`src/rtl/fpdiv_if.sv`:
```
`default_nettype none
// +--------------------------------------------------------------------+
// | fpdiv_if : Start/Done handshake, operands and result flags for     |
// |            fpdiv. FPDIV_DZF_EN adds the divide-by-zero flag.       |
// | Revision : 1.0                                                     |
// +--------------------------------------------------------------------+
interface fpdiv_if;
  logic        start;
  logic [31:0] a;
  logic [31:0] b;
  logic        done;
  logic [31:0] p;
  logic        uf;
  logic        of;
  logic        nanf;
  logic        inff;
  logic        dnf;
  logic        zf;
`ifdef FPDIV_DZF_EN
  logic        dzf;
`endif

  modport master (
    output start, a, b,
`ifdef FPDIV_DZF_EN
    input  dzf,
`endif
    input  done, p, uf, of, nanf, inff, dnf, zf
  );

  modport slave (
    input  start, a, b,
`ifdef FPDIV_DZF_EN
    output dzf,
`endif
    output done, p, uf, of, nanf, inff, dnf, zf
  );
endinterface
`default_nettype wire

```
`src/rtl/fpdiv.sv`:
```
`default_nettype none
// +--------------------------------------------------------------------+
// | fpdiv    : multi-cycle IEEE-754 single-precision divider, restoring |
// |            mantissa division with round-to-nearest-even.           |
// |            FPDIV_DZF_EN enables the divide-by-zero flag output.    |
// | Revision : 1.0                                                     |
// +--------------------------------------------------------------------+
module fpdiv (
  input  wire logic clk,
  input  wire logic rst,
  fpdiv_if.slave    bus
);

  typedef enum logic [2:0] {
    S_IDLE  = 3'd0,
    S_CHECK = 3'd1,
    S_DIV   = 3'd2,
    S_NORM  = 3'd3,
    S_ROUND = 3'd4,
    S_DONE  = 3'd5
  } state_t;

  state_t             state_q, state_d;
  logic               sa_q, sa_d, sb_q, sb_d;
  logic [7:0]         ea_q, ea_d, eb_q, eb_d;
  logic [22:0]        ma_q, ma_d, mb_q, mb_d;
  logic               sign_q, sign_d;
  logic signed [9:0]  e_q, e_d;
  logic [24:0]        r_q, r_d;
  logic [23:0]        dv_q, dv_d;
  logic [25:0]        quo_q, quo_d;
  logic [4:0]         cnt_q, cnt_d;
  logic [22:0]        frac_q, frac_d;
  logic               guard_q, guard_d, sticky_q, sticky_d;
  logic               done_q, done_d;
  logic [31:0]        p_q, p_d;
  logic               uf_q, uf_d, of_q, of_d, nanf_q, nanf_d;
  logic               inff_q, inff_d, dnf_q, dnf_d, zf_q, zf_d;
`ifdef FPDIV_DZF_EN
  logic               dzf_q, dzf_d;
`endif

  // Operand classification; exponent 0 counts as zero, so denormals flush.
  logic a_zero, b_zero, a_inf, b_inf, a_nan, b_nan, any_dn;
  assign a_zero = (ea_q == 8'd0);
  assign b_zero = (eb_q == 8'd0);
  assign a_inf  = (&ea_q) && (ma_q == 23'd0);
  assign b_inf  = (&eb_q) && (mb_q == 23'd0);
  assign a_nan  = (&ea_q) && (ma_q != 23'd0);
  assign b_nan  = (&eb_q) && (mb_q != 23'd0);
  assign any_dn = (a_zero && (ma_q != 23'd0)) || (b_zero && (mb_q != 23'd0));

  // Result-write staging: every write replaces P and the whole flag set.
  logic               wr;
  logic [31:0]        p_new;
  logic               f_uf, f_of, f_nan, f_inf, f_dn, f_z, f_dz;
  logic               r_ge, inc, carry;
  logic [24:0]        diff;
  logic [22:0]        fr;
  logic signed [9:0]  e_r;

  always_comb begin
    state_d  = state_q;
    sa_d     = sa_q;
    sb_d     = sb_q;
    ea_d     = ea_q;
    eb_d     = eb_q;
    ma_d     = ma_q;
    mb_d     = mb_q;
    sign_d   = sign_q;
    e_d      = e_q;
    r_d      = r_q;
    dv_d     = dv_q;
    quo_d    = quo_q;
    cnt_d    = cnt_q;
    frac_d   = frac_q;
    guard_d  = guard_q;
    sticky_d = sticky_q;
    done_d   = 1'b0;
    wr       = 1'b0;
    p_new    = 32'd0;
    f_uf     = 1'b0;
    f_of     = 1'b0;
    f_nan    = 1'b0;
    f_inf    = 1'b0;
    f_dn     = 1'b0;
    f_z      = 1'b0;
    f_dz     = 1'b0;
    r_ge     = (r_q >= {1'b0, dv_q});
    diff     = r_q - {1'b0, dv_q};
    inc      = guard_q & (sticky_q | frac_q[0]);
    {carry, fr} = {1'b0, frac_q} + {23'd0, inc};
    e_r      = carry ? (e_q + 10'sd1) : e_q;

    case (state_q)
      S_IDLE: begin
        if (bus.start) begin
          sa_d    = bus.a[31];
          ea_d    = bus.a[30:23];
          ma_d    = bus.a[22:0];
          sb_d    = bus.b[31];
          eb_d    = bus.b[30:23];
          mb_d    = bus.b[22:0];
          state_d = S_CHECK;
        end
      end
      S_CHECK: begin
        sign_d  = sa_q ^ sb_q;
        e_d     = $signed({2'b00, ea_q}) - $signed({2'b00, eb_q}) + 10'sd127;
        r_d     = {2'b01, ma_q};
        dv_d    = {1'b1, mb_q};
        quo_d   = 26'd0;
        cnt_d   = 5'd0;
        state_d = S_DIV;
        f_dn    = any_dn;
        if (a_nan || b_nan || (a_zero && b_zero) || (a_inf && b_inf)) begin
          wr    = 1'b1;
          p_new = 32'h7FC0_0000;
          f_nan = 1'b1;
        end else if (a_inf || b_zero) begin
          wr    = 1'b1;
          p_new = {sa_q ^ sb_q, 8'hFF, 23'd0};
          f_inf = 1'b1;
          f_dz  = b_zero && !a_inf;
        end else if (a_zero || b_inf) begin
          wr    = 1'b1;
          p_new = {sa_q ^ sb_q, 31'd0};
          f_z   = 1'b1;
        end
        if (wr) begin
          state_d = S_DONE;
          done_d  = 1'b1;
        end
      end
      S_DIV: begin
        quo_d = {quo_q[24:0], r_ge};
        r_d   = (r_ge ? diff : r_q) << 1;
        if (cnt_q == 5'd25) begin
          state_d = S_NORM;
        end else begin
          cnt_d = cnt_q + 5'd1;
        end
      end
      S_NORM: begin
        if (quo_q[25]) begin
          frac_d   = quo_q[24:2];
          guard_d  = quo_q[1];
          sticky_d = quo_q[0] | (r_q != 25'd0);
        end else begin
          frac_d   = quo_q[23:1];
          guard_d  = quo_q[0];
          sticky_d = (r_q != 25'd0);
          e_d      = e_q - 10'sd1;
        end
        state_d = S_ROUND;
      end
      S_ROUND: begin
        wr = 1'b1;
        if (e_r >= 10'sd255) begin
          p_new = {sign_q, 8'hFF, 23'd0};
          f_of  = 1'b1;
          f_inf = 1'b1;
        end else if (e_r <= 10'sd0) begin
          p_new = {sign_q, 31'd0};
          f_uf  = 1'b1;
          f_z   = 1'b1;
        end else begin
          p_new = {sign_q, e_r[7:0], fr};
        end
        state_d = S_DONE;
        done_d  = 1'b1;
      end
      S_DONE: begin
        state_d = S_IDLE;
      end
      default: begin
        state_d = S_IDLE;
      end
    endcase

    p_d    = wr ? p_new : p_q;
    uf_d   = wr ? f_uf  : uf_q;
    of_d   = wr ? f_of  : of_q;
    nanf_d = wr ? f_nan : nanf_q;
    inff_d = wr ? f_inf : inff_q;
    dnf_d  = wr ? f_dn  : dnf_q;
    zf_d   = wr ? f_z   : zf_q;
`ifdef FPDIV_DZF_EN
    dzf_d  = wr ? f_dz  : dzf_q;
`endif
  end

  always_ff @(posedge clk or posedge rst) begin
    if (rst) begin
      state_q  <= S_IDLE;
      sa_q     <= 1'b0;
      sb_q     <= 1'b0;
      ea_q     <= 8'd0;
      eb_q     <= 8'd0;
      ma_q     <= 23'd0;
      mb_q     <= 23'd0;
      sign_q   <= 1'b0;
      e_q      <= 10'sd0;
      r_q      <= 25'd0;
      dv_q     <= 24'd0;
      quo_q    <= 26'd0;
      cnt_q    <= 5'd0;
      frac_q   <= 23'd0;
      guard_q  <= 1'b0;
      sticky_q <= 1'b0;
      done_q   <= 1'b0;
      p_q      <= 32'd0;
      uf_q     <= 1'b0;
      of_q     <= 1'b0;
      nanf_q   <= 1'b0;
      inff_q   <= 1'b0;
      dnf_q    <= 1'b0;
      zf_q     <= 1'b0;
`ifdef FPDIV_DZF_EN
      dzf_q    <= 1'b0;
`endif
    end else begin
      state_q  <= state_d;
      sa_q     <= sa_d;
      sb_q     <= sb_d;
      ea_q     <= ea_d;
      eb_q     <= eb_d;
      ma_q     <= ma_d;
      mb_q     <= mb_d;
      sign_q   <= sign_d;
      e_q      <= e_d;
      r_q      <= r_d;
      dv_q     <= dv_d;
      quo_q    <= quo_d;
      cnt_q    <= cnt_d;
      frac_q   <= frac_d;
      guard_q  <= guard_d;
      sticky_q <= sticky_d;
      done_q   <= done_d;
      p_q      <= p_d;
      uf_q     <= uf_d;
      of_q     <= of_d;
      nanf_q   <= nanf_d;
      inff_q   <= inff_d;
      dnf_q    <= dnf_d;
      zf_q     <= zf_d;
`ifdef FPDIV_DZF_EN
      dzf_q    <= dzf_d;
`endif
    end
  end

  assign bus.done = done_q;
  assign bus.p    = p_q;
  assign bus.uf   = uf_q;
  assign bus.of   = of_q;
  assign bus.nanf = nanf_q;
  assign bus.inff = inff_q;
  assign bus.dnf  = dnf_q;
  assign bus.zf   = zf_q;
`ifdef FPDIV_DZF_EN
  assign bus.dzf  = dzf_q;
`endif

endmodule
`default_nettype wire
```
`src/flat_wrapper.sv`:
```
// flat-port wrapper written by rule: the top's interface ports become plain ports
module fpdiv_flat 
  (clk, rst, bus_start, bus_a, bus_b, bus_done, bus_p, bus_uf, bus_of, bus_nanf, bus_inff, bus_dnf, bus_zf);
  fpdiv_if bus_i ();
  input  wire logic clk;
  input  wire logic rst;
  input wire logic [$bits(bus_i.start)-1:0] bus_start;
  input wire logic [$bits(bus_i.a)-1:0] bus_a;
  input wire logic [$bits(bus_i.b)-1:0] bus_b;
  output wire logic [$bits(bus_i.done)-1:0] bus_done;
  output wire logic [$bits(bus_i.p)-1:0] bus_p;
  output wire logic [$bits(bus_i.uf)-1:0] bus_uf;
  output wire logic [$bits(bus_i.of)-1:0] bus_of;
  output wire logic [$bits(bus_i.nanf)-1:0] bus_nanf;
  output wire logic [$bits(bus_i.inff)-1:0] bus_inff;
  output wire logic [$bits(bus_i.dnf)-1:0] bus_dnf;
  output wire logic [$bits(bus_i.zf)-1:0] bus_zf;
  assign bus_i.start = bus_start;
  assign bus_i.a = bus_a;
  assign bus_i.b = bus_b;
  assign bus_done = bus_i.done;
  assign bus_p = bus_i.p;
  assign bus_uf = bus_i.uf;
  assign bus_of = bus_i.of;
  assign bus_nanf = bus_i.nanf;
  assign bus_inff = bus_i.inff;
  assign bus_dnf = bus_i.dnf;
  assign bus_zf = bus_i.zf;
  fpdiv u_core (.clk(clk), .rst(rst), .bus(bus_i));
endmodule
```
`config.mk`:
```
export PLATFORM = sky130hd
export DESIGN_NAME = fpdiv_flat
export DESIGN_NICKNAME = d
export VERILOG_FILES = /design/src/rtl/fpdiv_if.sv /design/src/rtl/fpdiv.sv /design/src/flat_wrapper.sv
export SDC_FILE = /design/constraint.sdc
export NUM_CORES = 1
export LEC_CHECK = 0
export CORE_ASPECT_RATIO = 0.75
export CORE_MARGIN = 3
export CORE_UTILIZATION = 45
export CTS_CLUSTER_DIAMETER = 50
export CTS_CLUSTER_SIZE = 30
export DETAILED_ROUTE_END_ITERATION = 10
export PLACE_DENSITY_LB_ADDON = 0.05
export SYNTH_ARGS = -nofsm -noshare
export SYNTH_HDL_FRONTEND = slang
export SYNTH_SLANG_ARGS = --single-unit
```
`constraint.sdc`:
```
create_clock -name clk -period 18.77 [get_ports clk]
set_input_delay 1.877 -clock clk [delete_from_list [all_inputs] [get_ports clk]]
set_output_delay 1.877 -clock clk [all_outputs]
set_load 0.1 [all_outputs]
```
After elaboration in Yosys (flattened, before gate mapping) --
Index checks and enable logic that the tools add are counted.
Word-level totals: flip-flop bits (word level) 222
Cells by class: add/sub/neg operators 7, order comparisons 3, eq/ne operators 9, multiplexer cells 42, bitwise gates (word level) 4, reductions and logical operators 30
Operators with widths (number):
- two-way mux 32 bit | 3
- one-hot mux 32 bit (2 select lines) | 1
- two-way mux 31 bit | 2
- one-hot mux 26 bit (2 select lines) | 1
- one-hot mux 25 bit (2 select lines) | 1
- zero test 23 bit | 2
- nonzero test 23 bit | 2
- greater-or-equal comparator 25 x 24 -> 1 bit | 1
- nonzero test 25 bit | 1
- adder 23 x 1 -> 24 bit | 1
- two-way mux 24 bit | 1
- subtractor 24 bit | 1
- two-way mux 23 bit | 1
- two-way mux 10 bit | 2
- one-hot mux 10 bit (2 select lines) | 1
- two-way mux 1 bit | 19
- zero test 8 bit | 2
- AND reduction 8 bit | 2
- one-hot mux 3 bit (5 select lines) | 1
- adder 10 x 2 -> 10 bit, second input constant | 1
- adder 10 x 8 -> 10 bit, second input constant | 1
- greater-or-equal comparator 10 x 9 -> 1 bit, second input constant | 1
- less-or-equal comparator 10 x 1 -> 1 bit, second input constant | 1
- one-hot mux 5 bit (2 select lines) | 1
- other kinds (20) | 45

Logic depth before layout (Yosys ltp) --
word-level depth 9, mapped depth 13, gate-level depth less buffers 13

Worst setup path before layout --
No wires, ideal clock.
path type input to register, start point input port bus_start, end point register u_core.ea_q[1], arrival 3.064 ns, required time 18.645 ns, path slack 15.581 ns, cell stages on the path 4, buffers on the path 2, path through nor4b_1 -> clkbuf_1 -> clkbuf_1 -> mux2_2
Between the ends: cells in the longest elaborated chain, start to end 1
Ends and longest elaborated chain:
- start: declaration | RTL line flat_wrapper.sv:7 | input wire logic [$bits(bus_i.start)-1:0] bus_start;
- AND reduction 2 bit (no line)
- end signal: assignment | RTL line fpdiv.sv:198 | ea_q <= 8'd0;
- end signal: assignment | RTL line fpdiv.sv:226 | ea_q <= ea_d;
- end: declaration | RTL line fpdiv.sv:25 | logic [7:0] ea_q, ea_d, eb_q, eb_d;
Every way passes these cells. A chain may end at the register's enable or synchronous reset.

Worst setup path in the final report --
start point register u_core.p_q[31] (netlist: u_core.bus.p[31]), end point output port bus_p[31]
RTL lines:
- start: declaration | RTL line fpdiv.sv:36 | logic [31:0] p_q, p_d;
- start signal: assignment | RTL line fpdiv.sv:240 | p_q <= p_d;
- end: declaration | RTL line flat_wrapper.sv:11 | output wire logic [$bits(bus_i.p)-1:0] bus_p;
No word-level cell between the ends.

==> metrics.cfg <==
[final_layout]
finalNetCount = 1393
final_common_cell = dfrtp_1
final_core_util_pct = 55.37
layout_common_cells = dfrtp_1, nand2_1, o21ai_0
drive_above_1_share_pct = 12.18
fill_cells = 2357
diodes = 0
area_growth_pct = 18.68
post_layout_nonfiller_instances = 1643
register_area_um2 = 5555
multi_input_area_um2 = 5841

[placement]
dpl.hpwl_mm = 19.90
place_congestion = 0.8896
preCtsSetupSlack_ns = 14.55
io_buffers = 105
dp_cells = 1594

[timing]
min_period_ns = 3.957
fin_setup_tns_ns = 0
hold_violations = 0
grt_setup_unrepaired = false
timing.final.crit_share_pct = 21.08
max_freq_mhz = 252.7
setup_slack_ns = 14.81
max_slew_margin_pct = 23.97
slew_viol_final = 0
setup_viol = 0
tightest_slew_ns = 1.138
skew_ns = 0.02702

[worst_setup_path]
worstSetupStartpointType = flip-flop
crit_path_end_kind = output pin
slowest_stage = clkdlybuf4s50_1
worstPathMaxFanout = 2
critical_path.top_delay_family = buffers and inverters
crit_buf_inv = 1
worstPathRequired_ns = 16.89
max_stage_delay_ns = 1.16
path_class = reg -> out
worstPathCellList = clkdlybuf4s50_1
worstPathArrival_ns = 2.08

[clock_network]
hold_buffers = 0
postCtsResizedCells = 0
clk_pin_slew_ns = 0.06
post_cts_buffers = 0
cts_num_sinks = 222
root_buffer = clkbuf_16
tritoncts = built
cts_buffers = 27
clock_path_buffers = 3
htreeDepth = 1
clk_latency_ns = 0.53

[grt]
grt_start_max_net_pins = 151
overflow = 0
met1_usage_pct = 32.70
grt.busiest_layer = met1
grt_usage_pct = 20.04
grt_pass1_wl_mm = 47.29
first_global_vias = 8679
met2_usage_pct = 28.13
grt_util_met3_pct = 3.045
antenna_found_initial = 0

[die]
die_area_um2 = 28340
die_h_um = 146.5
rows = 50
chipWidth_um = 193.4
start_util_pct = 46.66
core_area_um2 = 25400
ioPinCount = 106

[logic_synthesis]
ys_seq_area_share_pct = 46.88
synth-main-ff-cell = dfrtp_1
syn_nets = 1313
avgSynthCellArea_um2 = 9.835
yosysWarnings = 0
synth_cell_type_count = 70
synth_edf_count = 0
ys_seq_elements = 222
synthCells = 1205
syn_area_um2 = 11850
async_flop_share_pct = 100.0

[detailed_routing]
drc = 0
wl_mm = 28.53
drtPass1Iterations = 5
via_count = 9038
drt-wirelength-per-cell_um = 17.37
ant_nets = 0
drt_iter0_markers = 707
via_per_inst = 5.501

[outcome]
status = finished, final reports clean

[power_and_ir_drop]
ir_worst_vdd_uv = 113.1
leakage_nw = 5.884
powerDensity_nw_per_um2 = 191.5

[job]
maxCapViolCount = 0

[hold_path]
hp-class = reg -> reg

cell families (layout without fill, tap and decap cells):
logic type	after synthesis	in the layout	share of synthesized area [%]
simple gates	366	366	14.94
compound gates	293	293	15.44
flops	222	222	46.88
buf+inv	115	215	4.075
mux	105	105	9.502
xor+xnor	63	63	4.719
fa+ha+maj	41	41	4.455
routing by layer:
| metal | vias to the layer above | part of all wire (%) | wire length, um |
|---|---|---|---|
| met2 | 172 | 41 | 11610 |
| met5 | - | 0 | 0 |
| met3 | 31 | 4.3 | 1218 |
| li1 | 4438 | - | - |
| met1 | 4397 | 54 | 15270 |
| met4 | 0 | 1.5 | 442 |
state kept, by name, summed over array words and instances (netlist names), 10 cells and up:
register       cells
u_core.frac_q     23
u_core.mb_q       23
u_core.dv_q       24
u_core.ma_q       23
u_core.r_q        25
u_core.bus.p      32
u_core.quo_q      26
u_core.e_q        10
cells in the mapped netlist (all sizes together), types with 7 or more instances:
master	number	area [um2]
dfrtp	222	5555
nand2	187	709.4
o21ai	161	884.6
mux2	60	675.7
inv	52	195.2
clkbuf	49	183.9
mux2i	45	450.4
nor2	45	176.4
ha	39	488.0
a21oi	36	183.9
xnor2	36	322.8
xor2	27	236.5
a22oi	23	172.7
nand4	23	171.4
nor3	23	115.1
nor4	20	140.1
nand3	19	112.6
buf	14	103.8
o21a	12	90.09
a21o	10	75.07
and3	9	56.30
nand2b	8	57.55
a221o	7	70.07
through the flow:
| step | total power, mW | instance area [um2] | hold slack [ns] |
|---|---|---|---|
| floorplan | 1.853 | 11850 | 0.4181 |
| global placement | 2.147 | 13140 | 0.4362 |
| detailed placement | 2.165 | 13140 | 0.4423 |
| CTS | 2.708 | 14060 | 0.4585 |
| global route | 2.901 | 14060 | 0.4747 |
| finish | 2.693 | 14060 | 0.4591 |
final timing paths:
path                                   from               end  slack (ns)  depth (start not counted)
setup / recovery           u_core.bus.p[31]         bus_p[31]       14.81                          1
hold / removal              u_core.dv_q[23]   u_core.dv_q[23]        0.46                          2
setup reg to reg           u_core.frac_q[0]  u_core.bus.p[20]       15.25                          9
hold reg to reg             u_core.dv_q[23]   u_core.dv_q[23]        0.46                          2
max in group asynchronous               rst    u_core.mb_q[1]       15.20                          3
min in group asynchronous               rst   u_core.quo_q[4]        1.98                          2
power by group:
group	internal (mW)	switching, mW	total (mW)	leakage, nW
Combinational	0.547	0.807	1.35	2.61
Sequential	0.648	0.165	0.813	2.83
Clock	0.295	0.232	0.527	0.443
Total	1.49	1.20	2.69	5.88
area by class of cell:
class | instances | area share (%)
clock buffers | 28 | 4.902
flip-flops and latches | 222 | 39.50
inverters | 52 | 1.441
well taps | 338 | 3.007
clock inverters | 21 | 1.672
repair buffers | 114 | 7.953
multi-input cells | 868 | 41.53
No activity file was read; power rests on OpenSTA's default activity.
==> edit 1, RTL diff (same flow settings) <==
Reset style: synchronous (`rst`), changed in one clocked block.
--- a/src/rtl/fpdiv.sv
+++ b/src/rtl/fpdiv.sv
@@ -191,5 +191,5 @@
   end
 
-  always_ff @(posedge clk or posedge rst) begin
+  always_ff @(posedge clk) begin
     if (rst) begin
       state_q  <= S_IDLE;
Check against the original RTL: differs if rst is asserted again (counterexample within 4 cycles, from zero or initial values and one cycle with rst high); with rst held inactive, the same outputs for 10 cycles.
==> edit 1 against the unedited design <==
- sequential cell count unchanged
- area after synthesis decreased by 4.2%
- hold slack got worse by 0.017 ns
- total power decreased by 14%
- non-clock buffer count increased by 2
- worst setup slack improved by 0.0055 ns
- wire length increased by 7.1%
- cell area decreased by 4.0%
- critical path type unchanged
==> edit 1: results (changes against the unedited design) <==
Status
  • Status: completed

Yosys
  • Synth Area in XOR/XNOR: 4.71% (-0.013 points)
  • Main synth FF type: dfxtp_1
  • Synth top cells by count: nand2_1, dfxtp_1, a21oi_1
  • Sequential element share of the synthesized area: 39.1% (-7.7 points)
  • Area contributors post-synth: dfxtp_1, nand2_1, a21oi_1, ha_1, nor2_1
  • Post-Synthesis Cells: 1449 (+20%)
  • Synth Area in Compound Gates: 19.9% (+4.4 points)
  • Synth Area in Adders: 4.65% (+0.20 points)

Cells and area
  • #MultiIn Comb: 1086 (+25%)
  • Clk tree area frac: 6.86% (+0.29 points)
  • Final Util: 55.3% (-0.062 points)
  • Non-clk buf share: 8.38% (+0.43 points)
  • Share of cells above drive strength 1: 5.73% (-6.5 points)
  • Fin nets: 1610 (+16%)
  • Seq area share: 32.9% (-6.6 points)
  • CLK BUF: 25 (-11%)
  • Post-route insts no fill: 1850 (+13%)
  • Num sequential: 222 (unchanged)
  • Multi-input logic area: 0.00639 mm^2 (+9.3%)
  • Fin area: 0.0135 mm^2 (-4.0%)

Power
  • Peak supply drop: 0.0762 mV (-33%)
  • Leak Pwr: 0.00485 uW (-18%)
  • Clock share of power: 23.7% (+4.1 points)

Detailed routing
  • Vias/cell: 5.55 (+0.90%)
  • Metal3 WL: 1.72 mm (+41%)
  • Detailed Route Iter0 Violations: 826 (+17%)
  • Met2 wire length: 12.1 mm (+3.9%)
  • WL/cell: 16.5 um (-4.9%)

GRT
  • Met1 GRT Util: 35.3% (+2.6 points)
  • First-pass GRT wire length: 50.0 mm (+5.8%)

CTS
  • Clock Pin Slew Worst Setup and Hold Paths: 0.08 ns (+0.02 ns)

STA
  • Clock Skews: 0.0195 ns (-0.00751 ns)
  • Slew headroom: 24.7% (+0.71 points)

Placement
  • Worst slack, placed: 14.53 ns (-0.0164 ns)
## edit 1: changes by cell type in the layout (fill, tap and decap cells not counted), moves of 18 or more
| cell | delta |
|---|---|
| a211oi_1 | +33 |
| a21oi_1 | +102 |
| a31oi_1 | +18 |
| dfrtp_1 | -222 |
| dfxtp_1 | +222 |
| mux2_2 | -57 |
| nand2_1 | +119 |
| nand3_1 | +18 |
| nor2_1 | +65 |
| o21ai_0 | -98 |
## edit 1: worst paths after layout
kind / depth (start not counted) / slack [ns] / end / start
worst min register to register: 2 / 0.44 / u_core.bus.uf$_SDFFE_PP0P_ / u_core.bus.uf$_SDFFE_PP0P_
worst max-delay path: 1 / 14.82 / bus_inff / u_core.bus.inff$_SDFFE_PP0P_
worst max register to register: 10 / 15.17 / u_core.bus.p[4]$_SDFFE_PP0P_ / u_core.sticky_q$_SDFFE_PP0P_
worst min-delay path: 2 / 0.44 / u_core.bus.uf$_SDFFE_PP0P_ / u_core.bus.uf$_SDFFE_PP0P_
==> edit 2, RTL diff (same settings) <==
Made on the original files. Take the reset off `p_q` and load it in a clocked block of its own.
--- a/src/rtl/fpdiv.sv
+++ b/src/rtl/fpdiv.sv
@@ -210,5 +210,4 @@
       sticky_q <= 1'b0;
       done_q   <= 1'b0;
-      p_q      <= 32'd0;
       uf_q     <= 1'b0;
       of_q     <= 1'b0;
@@ -238,5 +237,4 @@
       sticky_q <= sticky_d;
       done_q   <= done_d;
-      p_q      <= p_d;
       uf_q     <= uf_d;
       of_q     <= of_d;
@@ -249,4 +247,8 @@
 `endif
     end
+  end
+
+  always_ff @(posedge clk) begin
+    p_q <= p_d;
   end
 
Function: differs if rst is asserted again (counterexample within 4 cycles, from zero or initial values and one cycle with rst high); with rst held inactive, the same outputs for 10 cycles.
==> edit 2 against the unedited design <==
- total power shrank 0.37%
- clock skew shrank 0.014 ns
- register-to-register slack lost 0.61 ns
- area after synthesis grew 3.1%
- wire length grew 3.8%
- sequential cell count is the same
- clock power shrank 13%
- core utilization shrank 1.1 points
- sequential power grew 1%
- first-iteration DRC count shrank 3.7%
- synthesized cell count grew 2.3%
- hold slack lost 0.013 ns
- worst setup slack lost 0.18 ns
- cell area grew 1.6%
==> edit 2: results (changes against the unedited design) <==
GRT
  • Vias in the first global route: 8682 (+0.035%)
  • Largest net degree at the start of global routing: 144 (-4.6%)
  • First-pass GRT wire length: 47.7 mm (+0.86%)

Cells and area
  • Fin nets: 1418 (+1.8%)
  • Post-route insts no fill: 1670 (+1.6%)
  • Share of cells above drive strength 1: 11.7% (-0.49 points)

Yosys
  • Synth Area in XOR/XNOR: 4.23% (-0.49 points)
  • Post-synthesis mux area share: 9.05% (-0.45 points)
  • Synth top cells by count: dfrtp_1, nand2_1, o21ai_0
  • Syn_nets: 1341 (+2.1%)
  • Number of synthesized flops with an enable pin: 32 (+32)
  • Synth Area in Adders: 4.32% (-0.13 points)
  • Area contributors post-synth: dfrtp_1, edfxtp_1, o21ai_0, mux2_2, nand2_1
  • Synth cell types: 72 (+2.9%)
  • FFs w/ async S/R, synth: 85.6% (-14 points)
  • Sequential element share of the synthesized area: 46.8% (-0.11 points)

Placement
  • Placed Cells: 1629 (+2.2%)
  • Placer Congestion: 0.840 (-5.6%)
  • Dpl hpwl: 20.8 mm (+4.7%)
  • Worst slack, placed: 14.68 ns (+0.136 ns)

Worst setup path
  • Critical path arrival: 4.36 ns (+2.28 ns)
  • Crit. Startpoint: u_core.frac_q[0]$_DFFE_PP0P_

Detailed routing
  • WL/cell: 17.7 um (+2.1%)
  • Detailed Route Iter0 Violations: 681 (-3.7%)
  • Vias: 9356 (+3.5%)

Power
  • Leak Pwr: 0.00574 uW (-2.5%)
  • Peak supply drop: 0.0671 mV (-41%)

CTS
  • Num CTS Buffers: 23 (-15%)

STA
  • Clock Skews: 0.0132 ns (-0.0138 ns)

Status
  • Status: completed
[edit 2: path summary, 6_finish.rpt]
kind / endpoint / slack, ns / cells after the start
min: u_core.dv_q[23]$_DFFE_PP0P_ / 0.45 / 2
min reg2reg: u_core.dv_q[23]$_DFFE_PP0P_ / 0.45 / 2
max reg2reg: u_core.bus.p[22]$_DFFE_PP_ / 14.64 / 10
min in group asynchronous: u_core.quo_q[7]$_DFFE_PP0P_ / 2.00 / 2
max: u_core.bus.p[22]$_DFFE_PP_ / 14.64 / 10
max in group asynchronous: u_core.r_q[0]$_DFFE_PP0P_ / 15.56 / 3
[edit 2: worst max-delay path: stages, from the launching register on]
cell     delay [ns]
dfrtp_1        0.37
o21a_1         0.14
ha_1           0.15
and3_1         0.23
nand3_2        0.21
nor3_2         0.77
mux2_2         0.42
a21o_1         0.16
o41ai_2        0.32
or2_2          0.89
o21ai_0        0.16
[edit 2: logic make-up after synthesis]
family,after synthesis
DFF,222
AOI/OAI and AO/OA,288
xor gates and xnor gates,59
and+or+nand+nor,398
muxes,103
buffers and inverters,122
adders and majority gates,41
[edit 2: metal layers]
metal  global-route usage [%]  up-vias  part of all wire [%]
met3                     3.17       29                   4.8
met4                     3.85        0                   1.8
met5                        0        -                     0
li1                         -     4572                     -
met1                     32.9     4563                    53
met2                     27.6      192                    40
[edit 2: power breakdown]
part | internal, uW | switching [uW] | leakage, uW
clock | 250 | 208 | 0.000379
combinational | 557 | 846 | 0.00266
sequential | 664 | 160 | 0.00270
[edit 2: final cells by class]
type	count	area [um^2]
Tap cell	344	430
Fill cell	2382	12100
Clock inverter	14	136
Inverter	58	225
Timing Repair Buffer	116	1130
Sequential cell	222	5720
Multi-Input combinational cell	889	6020
Clock buffer	27	632
[edit 2: through the flow]
step                      hold slack, ns  util (%)  instance area, um^2  total power, uW
final                              0.447      54.2                14300             2680
after global routing               0.468      54.2                14300             2900
after CTS                          0.454      54.2                14300             2700
after detailed placement           0.437      51.3                13500             2230
after global placement             0.434      51.3                13500             2220
after floorplan                    0.418         -                12200             1890
